File: src/rtl/aes_block_uart_sequencer.sv
// AES block to UART byte sequencer.
// Takes one NUM_BYTES*8-bit block from the AES output register and feeds it
// to the UART transmitter one byte at a time.
//
// Handshakes:
//   upstream  : a block moves when blk_valid && blk_ready are both high at a
//               rising clk edge; blk_data is sampled only at that edge and the
//               source must hold blk_valid until it is accepted.
//   downstream: tx_drive is a one-cycle start request with tx_byte_in valid in
//               the same cycle; the transmitter answers with a one-cycle
//               tx_done pulse at the end of the stop bit. tx_done outside
//               WAIT_DONE is ignored.
module aes_block_uart_sequencer #(
  parameter int NUM_BYTES    = 16,
  parameter bit MSB_FIRST    = 1'b1,
  parameter int GAP_CLKS     = 0,
  parameter int TIMEOUT_CLKS = 8192,
  localparam int BLK_W = NUM_BYTES * 8,
  localparam int IDX_W = (NUM_BYTES > 1) ? $clog2(NUM_BYTES) : 1
) (
  input  logic             clk,
  input  logic             reset_n,
  input  logic             blk_valid,
  input  logic [BLK_W-1:0] blk_data,
  output logic             blk_ready,
  output logic             tx_drive,
  output logic [7:0]       tx_byte_in,
  input  logic             tx_active,
  input  logic             tx_done,
  output logic             busy,
  output logic             blk_done,
  output logic             timeout_err,
  output logic [IDX_W-1:0] byte_idx,
  output logic [2:0]       state_dbg
);

  localparam logic [2:0] S_IDLE      = 3'd0;
  localparam logic [2:0] S_WAIT_IDLE = 3'd1;
  localparam logic [2:0] S_DRIVE     = 3'd2;
  localparam logic [2:0] S_WAIT_DONE = 3'd3;
  localparam logic [2:0] S_GAP       = 3'd4;

  localparam bit               HAS_GAP  = (GAP_CLKS > 0);
  localparam logic [15:0]      GAP_LAST = HAS_GAP ? 16'(GAP_CLKS - 1) : 16'd0;
  localparam logic [31:0]      TMO_LAST = 32'(TIMEOUT_CLKS - 1);
  localparam logic [IDX_W-1:0] IDX_LAST = IDX_W'(NUM_BYTES - 1);

  logic [2:0]       state;
  logic [BLK_W-1:0] shift_reg;
  logic [31:0]      tmo_cnt;
  logic [15:0]      gap_cnt;

  logic [31:0]      tmo_next;
  logic             last_byte;
  logic             launch;
  logic [7:0]       head_byte;
  logic [BLK_W-1:0] shift_next;

  assign state_dbg = state;

  // Next-byte selection, saturating timeout increment and the launch condition
  // that moves the FSM into DRIVE from any of its three predecessors.
  always_comb begin
    tmo_next   = (tmo_cnt == '1) ? tmo_cnt : tmo_cnt + 32'd1;
    last_byte  = (byte_idx == IDX_LAST);
    head_byte  = MSB_FIRST ? shift_reg[BLK_W-1 -: 8] : shift_reg[7:0];
    shift_next = MSB_FIRST ? (shift_reg << 8) : (shift_reg >> 8);
    launch     = 1'b0;
    case (state)
      S_WAIT_IDLE: launch = !tx_active;
      S_WAIT_DONE: launch = tx_done && !last_byte && !HAS_GAP;
      S_GAP:       launch = (gap_cnt == GAP_LAST);
      default:     launch = 1'b0;
    endcase
  end

  // Sequencer FSM with registered outputs; pulses default low every cycle.
  always_ff @(posedge clk or negedge reset_n) begin
    if (!reset_n) begin
      state       <= S_IDLE;
      blk_ready   <= 1'b1;
      tx_drive    <= 1'b0;
      tx_byte_in  <= 8'h00;
      busy        <= 1'b0;
      blk_done    <= 1'b0;
      timeout_err <= 1'b0;
      byte_idx    <= '0;
      shift_reg   <= '0;
      tmo_cnt     <= 32'd0;
      gap_cnt     <= 16'd0;
    end else begin
      tx_drive    <= 1'b0;
      blk_done    <= 1'b0;
      timeout_err <= 1'b0;
      case (state)
        S_IDLE: begin
          if (blk_valid && blk_ready) begin
            shift_reg <= blk_data;
            byte_idx  <= '0;
            busy      <= 1'b1;
            blk_ready <= 1'b0;
            state     <= S_WAIT_IDLE;
          end
        end
        S_WAIT_IDLE: begin
          // Leaves through the launch path once a foreign transfer has ended.
        end
        S_DRIVE: begin
          tmo_cnt <= 32'd0;
          state   <= S_WAIT_DONE;
        end
        S_WAIT_DONE: begin
          tmo_cnt <= tmo_next;
          // tx_done wins over a timeout expiring in the same cycle.
          if (tx_done) begin
            if (last_byte) begin
              blk_done  <= 1'b1;
              busy      <= 1'b0;
              blk_ready <= 1'b1;
              byte_idx  <= '0;
              state     <= S_IDLE;
            end else begin
              byte_idx <= byte_idx + 1'b1;
              if (HAS_GAP) begin
                gap_cnt <= 16'd0;
                state   <= S_GAP;
              end
            end
          end else if (tmo_next == TMO_LAST) begin
            // Transmitter went silent: drop the rest of the block.
            timeout_err <= 1'b1;
            busy        <= 1'b0;
            blk_ready   <= 1'b1;
            byte_idx    <= '0;
            shift_reg   <= '0;
            state       <= S_IDLE;
          end
        end
        S_GAP: begin
          if (!launch) begin
            gap_cnt <= gap_cnt + 16'd1;
          end
        end
        default: begin
          state <= S_IDLE;
        end
      endcase
      if (launch) begin
        tx_drive   <= 1'b1;
        tx_byte_in <= head_byte;
        shift_reg  <= shift_next;
        state      <= S_DRIVE;
      end
    end
  end

endmodule

File: config.mk
export PLATFORM = sky130hd
export DESIGN_NAME = aes_block_uart_sequencer
export DESIGN_NICKNAME = d
export VERILOG_FILES = /design/src/rtl/aes_block_uart_sequencer.sv
export SDC_FILE = /design/constraint.sdc
export NUM_CORES = 1
export LEC_CHECK = 0
export CORE_ASPECT_RATIO = 0.9
export CORE_UTILIZATION = 50
export DETAILED_ROUTE_END_ITERATION = 16
export GPL_ROUTABILITY_DRIVEN = 0
export HOLD_SLACK_MARGIN = 0.08
export PLACE_DENSITY = 0.73
export SYNTH_ARGS = -nofsm -noshare
export SYNTH_HDL_FRONTEND = slang
export SYNTH_SLANG_ARGS = --single-unit
File: constraint.sdc
create_clock -name clk -period 9.5 [get_ports clk]
set_input_delay 1.425 -clock clk [delete_from_list [all_inputs] [get_ports clk]]
set_output_delay 1.425 -clock clk [all_outputs]
set_load 0.1 [all_outputs]
Word level (Yosys, flattened, before mapping):

Index checks and enable logic that the tools add are counted.

* $add $sub $neg: 3
* reductions and logical operators: 15
* multiplexer cells: 36
* equality and inequality tests: 16
* bitwise logic cells: 1

Operators by type and width (number)
* $mux 128: 4
* $pmux 128 s2: 1
* $pmux 32 s2: 1
* $add 32x1->32 const B: 1
* $eq 32x13->1 const B: 1
* $eq 32x32->1 const B: 1
* $mux 32: 1
* $add 16x1->16 const B: 1
* $logic_not 16->1: 1
* $mux 4: 4
* $mux 1: 15
* $mux 3: 5
* $ne 3x3->1 const B: 5
* $pmux 3 s4: 1
* $reduce_and 4->1: 3
* $ne 4x4->1 const B: 2
* $pmux 4 s2: 1
* $eq 3x2->1 const B: 2
* $add 4x1->4 const B: 1
* $eq 4x4->1 const B: 1
* $pmux 1 s2: 2
* $reduce_bool 2->1: 2
* $eq 3x1->1 const B: 1
* $eq 3x3->1 const B: 1
* other kinds (11): 13

* output and inout port bits: 20
* word-level logic and storage cells: 82
* register bits: 196
* input bits: 133

Logic depth before layout (Yosys ltp):

* word-level depth: 7
* mapped depth: 14
* mapped depth without buffers: 9

Worst setup path after synthesis:

OpenSTA, ideal clock, no wires.

* kind: input to register
* from: input port tx_done
* to: register shift_reg[105]
* library setup time: 130 ps
* setup slack: 6465 ps
* buffers on the path: 2
* data required time: 9370 ps
* data arrival time: 2905 ps
* stages: 10
* cells stage by stage: and3_1 nand2_1 o21a_1 clkinv_1 clkbuf_1 clkbuf_1 a21oi_1 nand2_1 o21ai_0 nor3_2

* longest elaborated chain between the ends: 4
* elaborated cells between the ends (all ways): 8
* classes of those cells: eq/ne (3); mux (2); reduce/logical (3)

RTL lines
* start, declared: line 29 `input logic tx_done,`
* $logic_and 1x1->1: line 71 `S_WAIT_DONE: launch = tx_done && !last_byte && !HAS_GAP;`
* $pmux 1 s3: line 69 `case (state)`
* $ne 3x3->1 (no source line) or $reduce_bool 3->1 (tied branches)
* $reduce_and 4->1 (no source line)
* end signal, assigned: line 98 `shift_reg <= blk_data;`
* end signal, assigned: line 151 `shift_reg <= shift_next;`
* end, declared: line 49 `logic [BLK_W-1:0] shift_reg;`

Several ways; a longest one is shown, not always the timed one.
A chain may end at the register's enable or synchronous reset.

Worst setup path in the final report:

* from: register tmo_cnt[0]
* to: register shift_reg[1]

* longest elaborated chain between the ends: 5
* elaborated cells between the ends (all ways): 6
* classes of those cells: add/sub (1); eq/ne (3); mux (1); reduce/logical (1)

RTL lines
* start, declared: line 50 `logic [31:0] tmo_cnt;`
* start signal, assigned: line 113 `tmo_cnt <= tmo_next;`
* $add 32x1->32 or $eq 32x32->1 (tied branches): line 64 `tmo_next = (tmo_cnt == '1) ? tmo_cnt : tmo_cnt + 32'd1;`
* $mux 32 *: line 64
* $eq 32x13->1 *: line 129 `end else if (tmo_next == TMO_LAST) begin`
* $ne 3x3->1 (no source line) *
* $reduce_and 4->1 (no source line) *

Every way passes the cells marked *; elsewhere a longest branch is shown, timed or not.

==> impl_metrics.yaml <==
run_status:
  status: "completed"
final_layout:
  antenna_cells: 0
  layout-drive-gt1-share_pct: 8.96
  nets: 1863
  fillers: 2290
  fin_area_mm2: 0.0150
  largest_reg_flops: 128
  syn2layout_area_growth_pct: 14.8
power:
  combPwrFrac_pct: 59.9
  p_sw_uw: 2430
  pwr_density_cell_mw_per_mm2: 332
  intPower_uw: 2550
  leakagePower_uw: 0.00615
  vdd_drop_max_v: 0.000246
  power_uw: 4980
  pwr-share-clk_pct: 14.7
  switching_share_pct: 48.9
  pwr-share-seq_pct: 25.4
cts:
  htree_num_levels: 4
  cts_tree: "built"
  clockRootBuffer: "clkbuf_16"
  hold_buffers: 0
  cts_buffer_depth: 2
  ctsResizeCount: 0
  numCtsBuffers: 17
  cts.sinks: 179
  clkLatencyLatePin_ns: 0.44
  clk_pin_slew_ns: 0.07
  cts_setup_buffers: 0
drt:
  num_vias: 13100
  antenna_left: 0
  wl_um: 38900
  drc: 0
  wire_per_inst_um: 18.7
  drt_first_iter_violations: 1355
  routed_via_density: 6.29
  drtPass1Iterations: 6
timing:
  max_slew_margin_pct: 20.3
  finalSetupViolCount: 0
  tns_ns: 0
  finClkSkew_ns: 0.0142
  setup_slack_ns: 4.60
  hold_viol_final: 0
  slew_violations: 0
  fmaxAchievable_mhz: 204
  worst_pin_slew_ns: 1.20
  rsz0062_at_grt: "false"
  period_needed_ns: 4.90
  fin_crit_sh_pct: 51.5
synthesis:
  synth_edf_count: 0
  ys_top_cells_by_area: "dfrtp_1, nand2_1, o21ai_0"
  yosysMostFrequentCell: "nand2_1"
  syn_area_mm2: 0.0131
  ys_async_sr_fraction_pct: 100
  syn_inst: 1718
  syn_avg_cell_area_um2: 7.60
  yosysTopAreaCell: "dfrtp_1"
  synth_top_cell_area_share_pct: 34.1
  ys_seq_area_share_pct: 34.3
  ys.flop_type: "dfrtp_1"
  yosys_warnings: 0
  yosys-top-cells-count: "nand2_1, dfrtp_1, o21ai_0"
  synth_nets: 1853
  yosys.cell_types.count: 74
  ys_ff_latch: 179
placed_design:
  dpl.hpwl_um: 23500
  place_ws_ns: 4.27
  dpl_cell_area_mm2: 0.0144
  numPortBuffers: 151
grt:
  grt.overflow.total: 0
  first_global_vias: 12400
  grt_max_degree: 153
  track_usage_pct: 29.2
  antenna_found_initial: 0
  grt_pass1_wl_um: 63300
worst_setup_path:
  crit_family: "simple AND/OR/NAND/NOR gates"
  r2r-end: "shift_reg[1]"
  ff2ff_setup_slack_ns: 4.60
  critPathMaxStageDelay_ns: 0.69
  worst-path-buf-inv: 2
  crit_top_cell: "buf_4"
  startpoint_type: "register"
  timing.rr.start: "tmo_cnt[0]"
  critPathMaxFanout: 76
  path_depth: 11
  r2r_cells: 11
  critical_path_class: "reg2reg"
  end_kind: "register"
  cp_slowest_cell: "nor4_4"
  critical_path_required_ns: 9.84
  crit_arrival_ns: 5.24
  path_cells: "ha_1, nand3_2, nor4_4, nand3_1, a31oi_1, a21oi_1, nand4_1, buf_4, buf_4, nor2_2, o21ai_0"
die:
  start_util_pct: 51.4
  core_region_area_mm2: 0.0254
  die_y_um: 155
  rows: 55
  num_io_pins: 153
  die_x_um: 172
  dieArea_mm2: 0.0268
min_path:
  min-delay-start: "tx_byte_in[5]"
  hold_depth: 2
  hold_class: "reg2reg"
  worstHoldEndpoint: "tx_byte_in[5]"
job:
  cap_violations: 0
[cell families after synthesis]
| family | Yosys count | share of synthesized area [%] |
|---|---|---|
| and+or+nand+nor | 939 | 40.9 |
| other | 1 | 0.0287 |
| muxes | 4 | 0.307 |
| xor gates and xnor gates | 8 | 0.537 |
| adders and majority gates | 2 | 0.192 |
| DFF | 179 | 34.3 |
| buffers and inverters | 194 | 6.53 |
| AOI/OAI and AO/OA | 391 | 17.1 |
[stage by stage]
stage               hold WS [ns]  utilization (%)  instances
detailed placement         0.463             56.6       2051
floorplan                  0.469                -       1718
global route               0.507             59.0       2083
CTS                        0.480             59.0       2083
finish                     0.473             59.0       2083
global placement           0.461             56.6       2051
[tightest hold or removal path, delay by kind of cell, from the launching register on]
family           cells  cell delay, ns
DFF                  1            0.34
and+or+nand+nor      2            0.10
[metal layers]
layer	vias up	global-route usage (%)	wire, µm	part of all wire (%)
met4	0	9.02	835	2.1
met1	6317	41.3	17300	44
met3	61	4.60	2720	7.0
met2	538	45.5	18100	46
li1	6191	-	-	-
met5	-	0	0	0
[power by group through the flow]
stage | clock network [µW] | registers [µW] | logic, µW
2_1_floorplan | 0 | 1420 | 2160
3_3_place_gp | 0 | 1250 | 2870
3_5_place_dp | 0 | 1270 | 2960
4_1_cts | 740 | 1260 | 2980
5_1_grt | 775 | 1290 | 3310
6_report | 732 | 1260 | 2980
[how the worst max path moves through the flow]
stage,from,endpoint
after floorplan,tx_done,shift_reg[105]
after global placement,tx_done,shift_reg[21]
after detailed placement,tx_done,shift_reg[56]
after CTS,tx_done,shift_reg[56]
after global routing,tmo_cnt[0],shift_reg[100]
final,tmo_cnt[0],shift_reg[1]
[cell type report]
| type | count | area (µm²) | share of cell area (%) |
|---|---|---|---|
| multi-input combinational | 1345 | 7770 | 51.9 |
| sequential | 179 | 4480 | 29.9 |
| timing repair buffer | 166 | 1630 | 10.8 |
| clock buffer | 19 | 453 | 3.02 |
| tap | 342 | 428 | 2.86 |
| clock inverter | 13 | 149 | 0.994 |
| inverter | 19 | 76.3 | 0.509 |
[layout by cell type, fill, tap and decap left out, types with 3 or more instances in the layout]
cell type          n
nand2_1          301
dfrtp_1          178
o21ai_0          168
clkdlybuf4s50_1  150
a21oi_1          137
and3_1           134
nor4_1           129
nor2b_1          121
nor3_2            82
nor3_1            54
nor2_1            32
nand3_1           31
inv_1             17
clkbuf_16         17
nand4_1           15
buf_4             15
a22o_1            13
a31oi_1           11
and4_1             9
o31ai_1            8
a22oi_1            8
o22ai_1            7
o2bb2ai_1          6
xnor2_1            6
mux2i_1            4
and2_1             4
inv_6              4
nor4_2             4
clkinv_4           4
or4_1              3
clkinvlp_4         3
Note: power is estimated with default switching activity, not from simulation.
